[src/rtl/uart_arb_pkg.sv]
// Shared encodings and default sizing for the UART transmit arbiter.
package uart_arb_pkg;

  localparam int DEF_UART_DATA_SIZE = 8;
  localparam int DEF_NUM_REQ        = 2;
  localparam int DEF_TIMEOUT_TICKS  = 1000;

  typedef enum logic [2:0] {
    ST_IDLE      = 3'd0,
    ST_LOAD      = 3'd1,
    ST_START     = 3'd2,
    ST_WAIT_BUSY = 3'd3,
    ST_WAIT_DONE = 3'd4
  } arb_state_t;

endpackage

[src/rtl/uart_tx_arbiter_rr_arbiter.sv]
// Combinational round-robin picker: the search starts at the index just
// above the previous owner and wraps to index 0.
module rr_arbiter import uart_arb_pkg::*; #(
  parameter int NUM_REQ = DEF_NUM_REQ,
  parameter int IDX_W   = (NUM_REQ > 1) ? $clog2(NUM_REQ) : 1
) (
  input  logic [NUM_REQ-1:0] req,
  input  logic [IDX_W-1:0]   last_grant,
  output logic [NUM_REQ-1:0] grant
);

  logic [NUM_REQ-1:0] upper_req;
  logic               found;

  // Lowest requester above last_grant wins; otherwise lowest requester overall.
  always_comb begin
    upper_req = '0;
    grant     = '0;
    found     = 1'b0;
    for (int i = 0; i < NUM_REQ; i++) begin
      upper_req[i] = req[i] && (i > int'(last_grant));
    end
    for (int i = 0; i < NUM_REQ; i++) begin
      if (!found && upper_req[i]) begin
        grant[i] = 1'b1;
        found    = 1'b1;
      end
    end
    for (int i = 0; i < NUM_REQ; i++) begin
      if (!found && req[i]) begin
        grant[i] = 1'b1;
        found    = 1'b1;
      end
    end
  end

endmodule

[src/rtl/uart_tx_arbiter.sv]
// Frame-granular arbiter feeding bytes from several requesters into one
// UART transmitter. An owner keeps the transmitter until its last byte has
// been shifted out, or until it stays silent for TIMEOUT_TICKS cycles.
module uart_tx_arbiter import uart_arb_pkg::*; #(
  parameter int UART_DATA_SIZE = DEF_UART_DATA_SIZE,
  parameter int NUM_REQ        = DEF_NUM_REQ,
  parameter int TIMEOUT_TICKS  = DEF_TIMEOUT_TICKS
) (
  input  logic                                i_clock,
  input  logic                                i_reset,
  input  logic [NUM_REQ-1:0]                  i_reqValid,
  input  logic [NUM_REQ*UART_DATA_SIZE-1:0]   i_reqData,
  input  logic [NUM_REQ-1:0]                  i_reqLast,
  output logic [NUM_REQ-1:0]                  o_reqReady,
  input  logic                                i_txReady,
  output logic [UART_DATA_SIZE-1:0]           o_txData,
  output logic                                o_txValid,
  output logic [NUM_REQ-1:0]                  o_grant,
  output logic                                o_busy
);

  localparam int IDX_W = (NUM_REQ > 1) ? $clog2(NUM_REQ) : 1;
  localparam int CNT_W = $clog2(TIMEOUT_TICKS + 1);
  localparam logic [CNT_W-1:0] CNT_LIMIT = CNT_W'(TIMEOUT_TICKS);

  arb_state_t                state_q, state_next;
  logic [NUM_REQ-1:0]        grant_q, grant_next;
  logic [IDX_W-1:0]          last_grant_q, last_grant_next;
  logic [CNT_W-1:0]          cnt_q, cnt_next, cnt_inc;
  logic [UART_DATA_SIZE-1:0] data_q, data_next, sel_data;
  logic                      last_q, last_next;
  logic [NUM_REQ-1:0]        rr_grant;
  logic [IDX_W-1:0]          owner_idx;
  logic                      owner_valid;
  logic                      owner_last;

  function automatic logic [IDX_W-1:0] onehot_idx(input logic [NUM_REQ-1:0] oh);
    logic [IDX_W-1:0] idx;
    idx = '0;
    for (int i = 0; i < NUM_REQ; i++) begin
      if (oh[i]) idx = IDX_W'(i);
    end
    return idx;
  endfunction

  rr_arbiter #(
    .NUM_REQ (NUM_REQ),
    .IDX_W   (IDX_W)
  ) u_rr (
    .req        (i_reqValid),
    .last_grant (last_grant_q),
    .grant      (rr_grant)
  );

  // Byte and last flag offered by the current owner (one-hot mux).
  always_comb begin
    sel_data = '0;
    for (int i = 0; i < NUM_REQ; i++) begin
      if (grant_q[i]) sel_data = i_reqData[i*UART_DATA_SIZE +: UART_DATA_SIZE];
    end
  end

  assign owner_valid = |(i_reqValid & grant_q);
  assign owner_last  = |(i_reqLast & grant_q);
  assign owner_idx   = onehot_idx(grant_q);
  // Saturating increment so a long-silent owner can never wrap the counter.
  assign cnt_inc     = (cnt_q == CNT_LIMIT) ? cnt_q : cnt_q + CNT_W'(1);

  // State register.
  always_ff @(posedge i_clock) begin
    if (i_reset) state_q <= ST_IDLE;
    else         state_q <= state_next;
  end

  // Next-state, grant bookkeeping and the combinational accept strobe.
  always_comb begin
    state_next      = state_q;
    grant_next      = grant_q;
    last_grant_next = last_grant_q;
    cnt_next        = cnt_q;
    data_next       = data_q;
    last_next       = last_q;
    o_reqReady      = '0;
    unique case (state_q)
      ST_IDLE: begin
        if (|i_reqValid) begin
          grant_next = rr_grant;
          cnt_next   = '0;
          state_next = ST_LOAD;
        end
      end
      ST_LOAD: begin
        if (i_txReady && owner_valid) begin
          o_reqReady = grant_q;
          data_next  = sel_data;
          last_next  = owner_last;
          cnt_next   = '0;
          state_next = ST_START;
        end else if (!owner_valid) begin
          cnt_next = cnt_inc;
          if (cnt_inc == CNT_LIMIT) begin
            grant_next      = '0;
            last_grant_next = owner_idx;
            state_next      = ST_IDLE;
          end
        end
      end
      ST_START: begin
        state_next = ST_WAIT_BUSY;
      end
      ST_WAIT_BUSY: begin
        if (!i_txReady) state_next = ST_WAIT_DONE;
      end
      ST_WAIT_DONE: begin
        if (i_txReady) begin
          if (last_q) begin
            last_grant_next = owner_idx;
            grant_next      = '0;
            state_next      = ST_IDLE;
          end else begin
            state_next = ST_LOAD;
          end
        end
      end
      default: begin
        grant_next = '0;
        state_next = ST_IDLE;
      end
    endcase
  end

  // Owner, round-robin pointer, timeout counter and latched byte.
  always_ff @(posedge i_clock) begin
    if (i_reset) begin
      grant_q      <= '0;
      last_grant_q <= IDX_W'(NUM_REQ - 1);
      cnt_q        <= '0;
      data_q       <= '0;
      last_q       <= 1'b0;
    end else begin
      grant_q      <= grant_next;
      last_grant_q <= last_grant_next;
      cnt_q        <= cnt_next;
      data_q       <= data_next;
      last_q       <= last_next;
    end
  end

  assign o_txValid = (state_q == ST_START);
  assign o_txData  = data_q;
  assign o_grant   = grant_q;
  assign o_busy    = (state_q != ST_IDLE);

endmodule

[config.mk]
export PLATFORM = sky130hd
export DESIGN_NAME = uart_tx_arbiter
export DESIGN_NICKNAME = d
export VERILOG_FILES = /design/src/rtl/uart_arb_pkg.sv /design/src/rtl/uart_tx_arbiter_rr_arbiter.sv /design/src/rtl/uart_tx_arbiter.sv
export SDC_FILE = /design/constraint.sdc
export NUM_CORES = 1
export LEC_CHECK = 0
export ABC_CLOCK_PERIOD_IN_PS = 3200
export BUFFER_PORTS_ARGS = -buffer_cell sky130_fd_sc_hd__clkbuf_2
export CORE_MARGIN = 2
export CORE_UTILIZATION = 25
export DETAILED_ROUTE_END_ITERATION = 16
export PLACE_DENSITY = 0.5
export SLEW_MARGIN = 20
export SYNTH_ARGS = -nofsm -noshare
export SYNTH_HDL_FRONTEND = slang
export SYNTH_HIERARCHICAL = 1
export SYNTH_SLANG_ARGS = --single-unit
export TNS_END_PERCENT = 20
[constraint.sdc]
create_clock -name i_clock -period 3.2 [get_ports i_clock]
set_clock_uncertainty 0.05 [all_clocks]
set_input_delay 0.16 -clock i_clock [delete_from_list [all_inputs] [get_ports i_clock]]
set_output_delay 0.16 -clock i_clock [all_outputs]
set_load 0.01 [all_outputs]
# After elaboration in Yosys (flattened, before gate mapping)
# Index checks and enable logic that the tools add are counted.
[totals]
ff_bits = 25
inputBits = 23
out_inout_bits = 14
[op_classes]
addsub = 1
order_cmp = 1
eq_ne = 15
muxes = 35
bitwise_logic = 3
n_reduce_logical = 19
[ops]
columns = ["op", "n"]
rows = [
  ["10-bit two-way mux", 4],
  ["10-bit == test (second input constant)", 2],
  ["10-bit case mux with 2 select lines", 1],
  ["3-bit two-way mux", 6],
  ["2-bit two-way mux", 8],
  ["8-bit two-way mux", 2],
  ["3-bit case mux with 5 select lines", 1],
  ["2-bit inequality test (second input constant)", 7],
  ["1-bit two-way mux", 11],
  ["10-bit by 1-bit adder with 10-bit output (second input constant)", 1],
  ["2-bit case mux with 4 select lines", 1],
  ["2-bit OR reduction", 4],
  ["7-bit AND reduction", 1],
  ["3-bit by 2-bit == test with 1-bit output (second input constant)", 2],
  ["3-bit inequality test (second input constant)", 2],
  ["6-bit AND reduction", 1],
  ["5-bit AND reduction", 1],
  ["2-bit AND", 2],
  ["1-bit logical AND", 4],
  ["2-bit nonzero test", 2],
  ["3-bit by 1-bit == test with 1-bit output (second input constant)", 1],
  ["3-bit == test (second input constant)", 1],
  ["3-bit zero test", 1],
  ["3-bit AND reduction", 1],
  ["other kinds (6)", 7],
]

# Longest topological paths before layout
[depth]
word_depth = 11
ltp_mapped = 8
mapped_depth_nobuf = 8

# Modules after synthesis
# The synthesis kept the hierarchy.
[modules_own_cells]
columns = ["module", "instances", "cells_per_inst", "area_each_um2", "seq_area_each_um2"]
rows = [
  ["uart_tx_arbiter", 1, 199, 1526.5, 500.5],
  ["rr_arbiter", 1, 3, 18.8, 0.0],
]

# Worst setup path after synthesis
# Ideal clock, no wire load.
[synth_timing]
path_type = "reg-to-reg"
from = "register cnt_q[0]"
to = "register last_grant_q"
t_arrival_ns = 1.906
required_ns = 3.022
slack_ns = 1.117
path_stages_with_launch = 8
synth_period_minus_slack_ns = 2.083
path_cell_list = "dfxtp_1 inv_1 ha_1 or4_1 a21oi_2 o2111ai_2 o211ai_1 o211ai_2"
[synth_via]
elab_chain_cells = 5
elab_cells_between_ends = 6
cone_classes = "add/sub (1); eq/ne (3); mux (1); reduce/logical (1)"
[synth_lines]
columns = ["item", "line", "rtl"]
rows = [
  ["start, declared", "uart_tx_arbiter.sv:29", "logic [CNT_W-1:0] cnt_q, cnt_next, cnt_inc;"],
  ["start signal, assigned", "uart_tx_arbiter.sv:143", "cnt_q <= cnt_next;"],
  ["10-bit by 1-bit adder with 10-bit output / 10-bit == test (equally long branches)", "uart_tx_arbiter.sv:67", "assign cnt_inc = (cnt_q == CNT_LIMIT) ? cnt_q : cnt_q + CNT_W'(1);"],
  ["10-bit two-way mux *", "uart_tx_arbiter.sv:67", ""],
  ["10-bit == test *", "uart_tx_arbiter.sv:101", "if (cnt_inc == CNT_LIMIT) begin"],
  ["2-bit inequality test (no line) *", "n/a", ""],
  ["6-bit AND reduction (no line) *", "n/a", ""],
  ["end signal, assigned", "uart_tx_arbiter.sv:136", "last_grant_q <= IDX_W'(NUM_REQ - 1);"],
  ["end signal, assigned", "uart_tx_arbiter.sv:142", "last_grant_q <= last_grant_next;"],
  ["end, declared", "uart_tx_arbiter.sv:28", "logic [IDX_W-1:0] last_grant_q, last_grant_next;"],
]
# Mark *: on every way between the ends. The rest lies on a longest branch, timed or not.
# A chain may end at the register's enable or synchronous reset.

# Final worst setup path
[layout_timing]
from = "register grant_q[1], in the netlist o_grant[1]"
to = "output o_reqReady[0]"
[layout_via]
elab_chain_cells = 5
[layout_lines]
columns = ["item", "line", "rtl"]
rows = [
  ["start, declared", "uart_tx_arbiter.sv:27", "logic [NUM_REQ-1:0] grant_q, grant_next;"],
  ["start signal, assigned", "uart_tx_arbiter.sv:141", "grant_q <= grant_next;"],
  ["2-bit AND", "uart_tx_arbiter.sv:63", "assign owner_valid = |(i_reqValid & grant_q);"],
  ["2-bit OR reduction", "uart_tx_arbiter.sv:63", ""],
  ["1-bit logical AND", "uart_tx_arbiter.sv:93", "if (i_txReady && owner_valid) begin"],
  ["2-bit two-way mux", "uart_tx_arbiter.sv:93", ""],
  ["2-bit two-way mux", "uart_tx_arbiter.sv:84", "unique case (state_q)"],
  ["end, declared", "uart_tx_arbiter.sv:14", "output logic [NUM_REQ-1:0] o_reqReady,"],
]
# Every way passes these cells.

==> results_dict.tcl <==
set metrics [dict create \
    path_max_fanout 19 \
    cts_resized 0 \
    num_rows 28 \
    clkTransAtPathRegs_ns 0.10 \
    grtUsageMet1_pct 17.40 \
    fillers 644 \
    cts_sinks 25 \
    synth.top_cell.area_share_pct 32.39 \
    vias 1528 \
    rsz0062_at_grt "false" \
    hold_violations 0 \
    ys_warn_count 6 \
    cts_setup_buffers 0 \
    tightest_slew_ns 0.6858 \
    fin_setup_tns_ns 0 \
    holdBufCountCts 0 \
    core_mm2 0.005956 \
    htreeDepth 1 \
    cts_buffers 3 \
    seq_area_frac_synth_pct 32.39 \
    slew_headroom_pct 54.08 \
    synth.avg_cell_area_um2 7.650 \
    portBuffers 36 \
    io_pins 37 \
    crit_path_end_kind "output port" \
    fmax_mhz 438.3 \
    final_cell_mix "clkbuf_2, nor2_1, dfxtp_1" \
    nets 252 \
    crit_type "flop to output port" \
    final_layout_size_suffix_gt1_share_pct 20.35 \
    dr.pass1.iters 4 \
    netlist_area_mm2 0.001545 \
    dieArea_mm2 0.006826 \
    synth_edf_count 0 \
    fin_util_pct 30.08 \
    status "finished clean" \
    holdCritPathClass "primary input to flop" \
    grt_pass1_wl_um 6665 \
    antenna_left 0 \
    slew_violations 0 \
    worstSetupStartpointType "flop" \
    clk_root_buffer_cell "clkbuf_8" \
    grt-ovfl-total 0 \
    cts_buffer_depth 2 \
    die_y_um 82.62 \
    total_power_uw 631.3 \
    globalRouteMet2Util_pct 19.35 \
    antenna_found_initial 0 \
    drc 0 \
    ys_ff_latch 25 \
    ir_worst_vdd_v 0.0001503 \
    ys_types 50 \
    post_drt_via_cell_ratio 5.076 \
    start_util_pct 25.95 \
    setup_violations 0 \
    grt-busiest-layer "met2" \
    syn_nets 227 \
    setup_ws_ns 0.9183 \
    place_ws_ns 0.9521 \
    drtIter0Drc 92 \
    ys.flop_type "dfxtp_1" \
    post_drt_wl_per_cell_um 13.29 \
    grt_use_total_pct 12.33 \
    arrival_ns 2.07 \
    routabilityCongestion 0.7603 \
    async_flop_share_pct 0 \
    post-route-min-period_ns 2.282 \
    ys_top_cells_by_area "dfxtp_1, nor2_1, a211oi_1, a22oi_1, a21oi_1" \
    dp_hpwl_um 2798 \
    clkLatencyLatePin_ns 0.28 \
    synth_area_leader_cell "dfxtp_1" \
    maxCapViolCount 0 \
    post-route-period-util_pct 71.30 \
    met3_usage_pct 2.283 \
    diodes 0 \
    power_leakage_nw 0.6543 \
    grt_max_degree 26 \
    synth_cells 202 \
    area_growth_pct 15.95 \
    die_w_um 82.62 \
    p_per_area_mw_per_mm2 352.3 \
    final_common_cell "clkbuf_2" \
    cp_data_required_time_ns 2.99 \
    cts_tree "yes" \
    grt_pass1_vias 1406 \
    wirelength_um 3999 \
]
==> routing by layer <==
metal,wire [um],part of all wire (%)
met5,0,0
met4,42,1.1
met3,136,3.4
met2,1819,45
met1,2001,50
==> logic make-up after synthesis <==
logic type | Yosys count | share of synthesized area (%)
compound gates | 69 | 31.42
fa+ha+maj | 2 | 1.619
simple gates | 81 | 26.88
buf+inv | 24 | 7.125
flops | 25 | 32.39
xor+xnor | 1 | 0.5669
==> through the flow <==
stage | area (um^2) | cells | hold WS (ns)
2_1_floorplan | 1545 | 202 | 0.3008
3_3_place_gp | 1743 | 297 | 0.4218
3_5_place_dp | 1743 | 297 | 0.4161
4_1_cts | 1792 | 301 | 0.1173
5_1_grt | 1792 | 301 | 0.1234
6_report | 1792 | 301 | 0.1268
==> Yosys cell counts (3+ instances only) <==
master,instances
a211oi_1,13
a21o_1,3
a21oi_1,12
a22oi_1,11
buf_2,4
clkbuf_1,9
dfxtp_1,25
inv_1,7
nand2_1,16
nand3_1,6
nand3b_1,3
nand4_1,4
nor2_1,30
nor3_1,6
o21ai_0,7
o21ai_1,3
or4_1,3
==> power breakdown <==
group / total [mW] / internal (mW) / switching [mW]
clock: 0.205 / 0.0886 / 0.116
combinational: 0.0981 / 0.0388 / 0.0593
sequential: 0.329 / 0.317 / 0.0111
==> worst max-delay path, stage by stage (launching register included) <==
cell and delay [ns]:
dfxtp_1 0.63, a22o_1 0.30, nand2_1 0.12, nor2_1 0.20, buf_4 0.26, and2_1 0.15
clkbuf_2 0.12
==> registers in the layout, indices dropped and copies added, names as in the netlist <==
| signal | cells |
|---|---|
| state_q | 3 |
| o_grant | 2 |
| o_txData | 8 |
| last_grant_q | 1 |
| cnt_q | 10 |
| last_q | 1 |
==> final cells by class <==
| cell class | instances | area [um^2] | area share, % |
|---|---|---|---|
| well taps | 75 | 93.84 | 5.237 |
| inverters | 7 | 26.28 | 1.466 |
| multi-input cells | 153 | 934.6 | 52.16 |
| clock inverters | 1 | 7.507 | 0.4190 |
| clock buffers | 3 | 41.29 | 2.304 |
| flip-flops and latches | 25 | 500.5 | 27.93 |
| repair buffers | 37 | 187.7 | 10.47 |
==> path summary, 6_finish.rpt <==
kind / from / endpoint / slack [ns] / cells after the start
worst max register to register: cnt_q[0] / last_grant_q / 0.93 / 7
worst max-delay path: o_grant[1] / o_reqReady[0] / 0.92 / 6
worst min-delay path: i_txReady / state_q[2] / 0.13 / 2
worst min register to register: o_txData[3] / o_txData[3] / 0.46 / 2
Power figures use the tool's default switching activity.
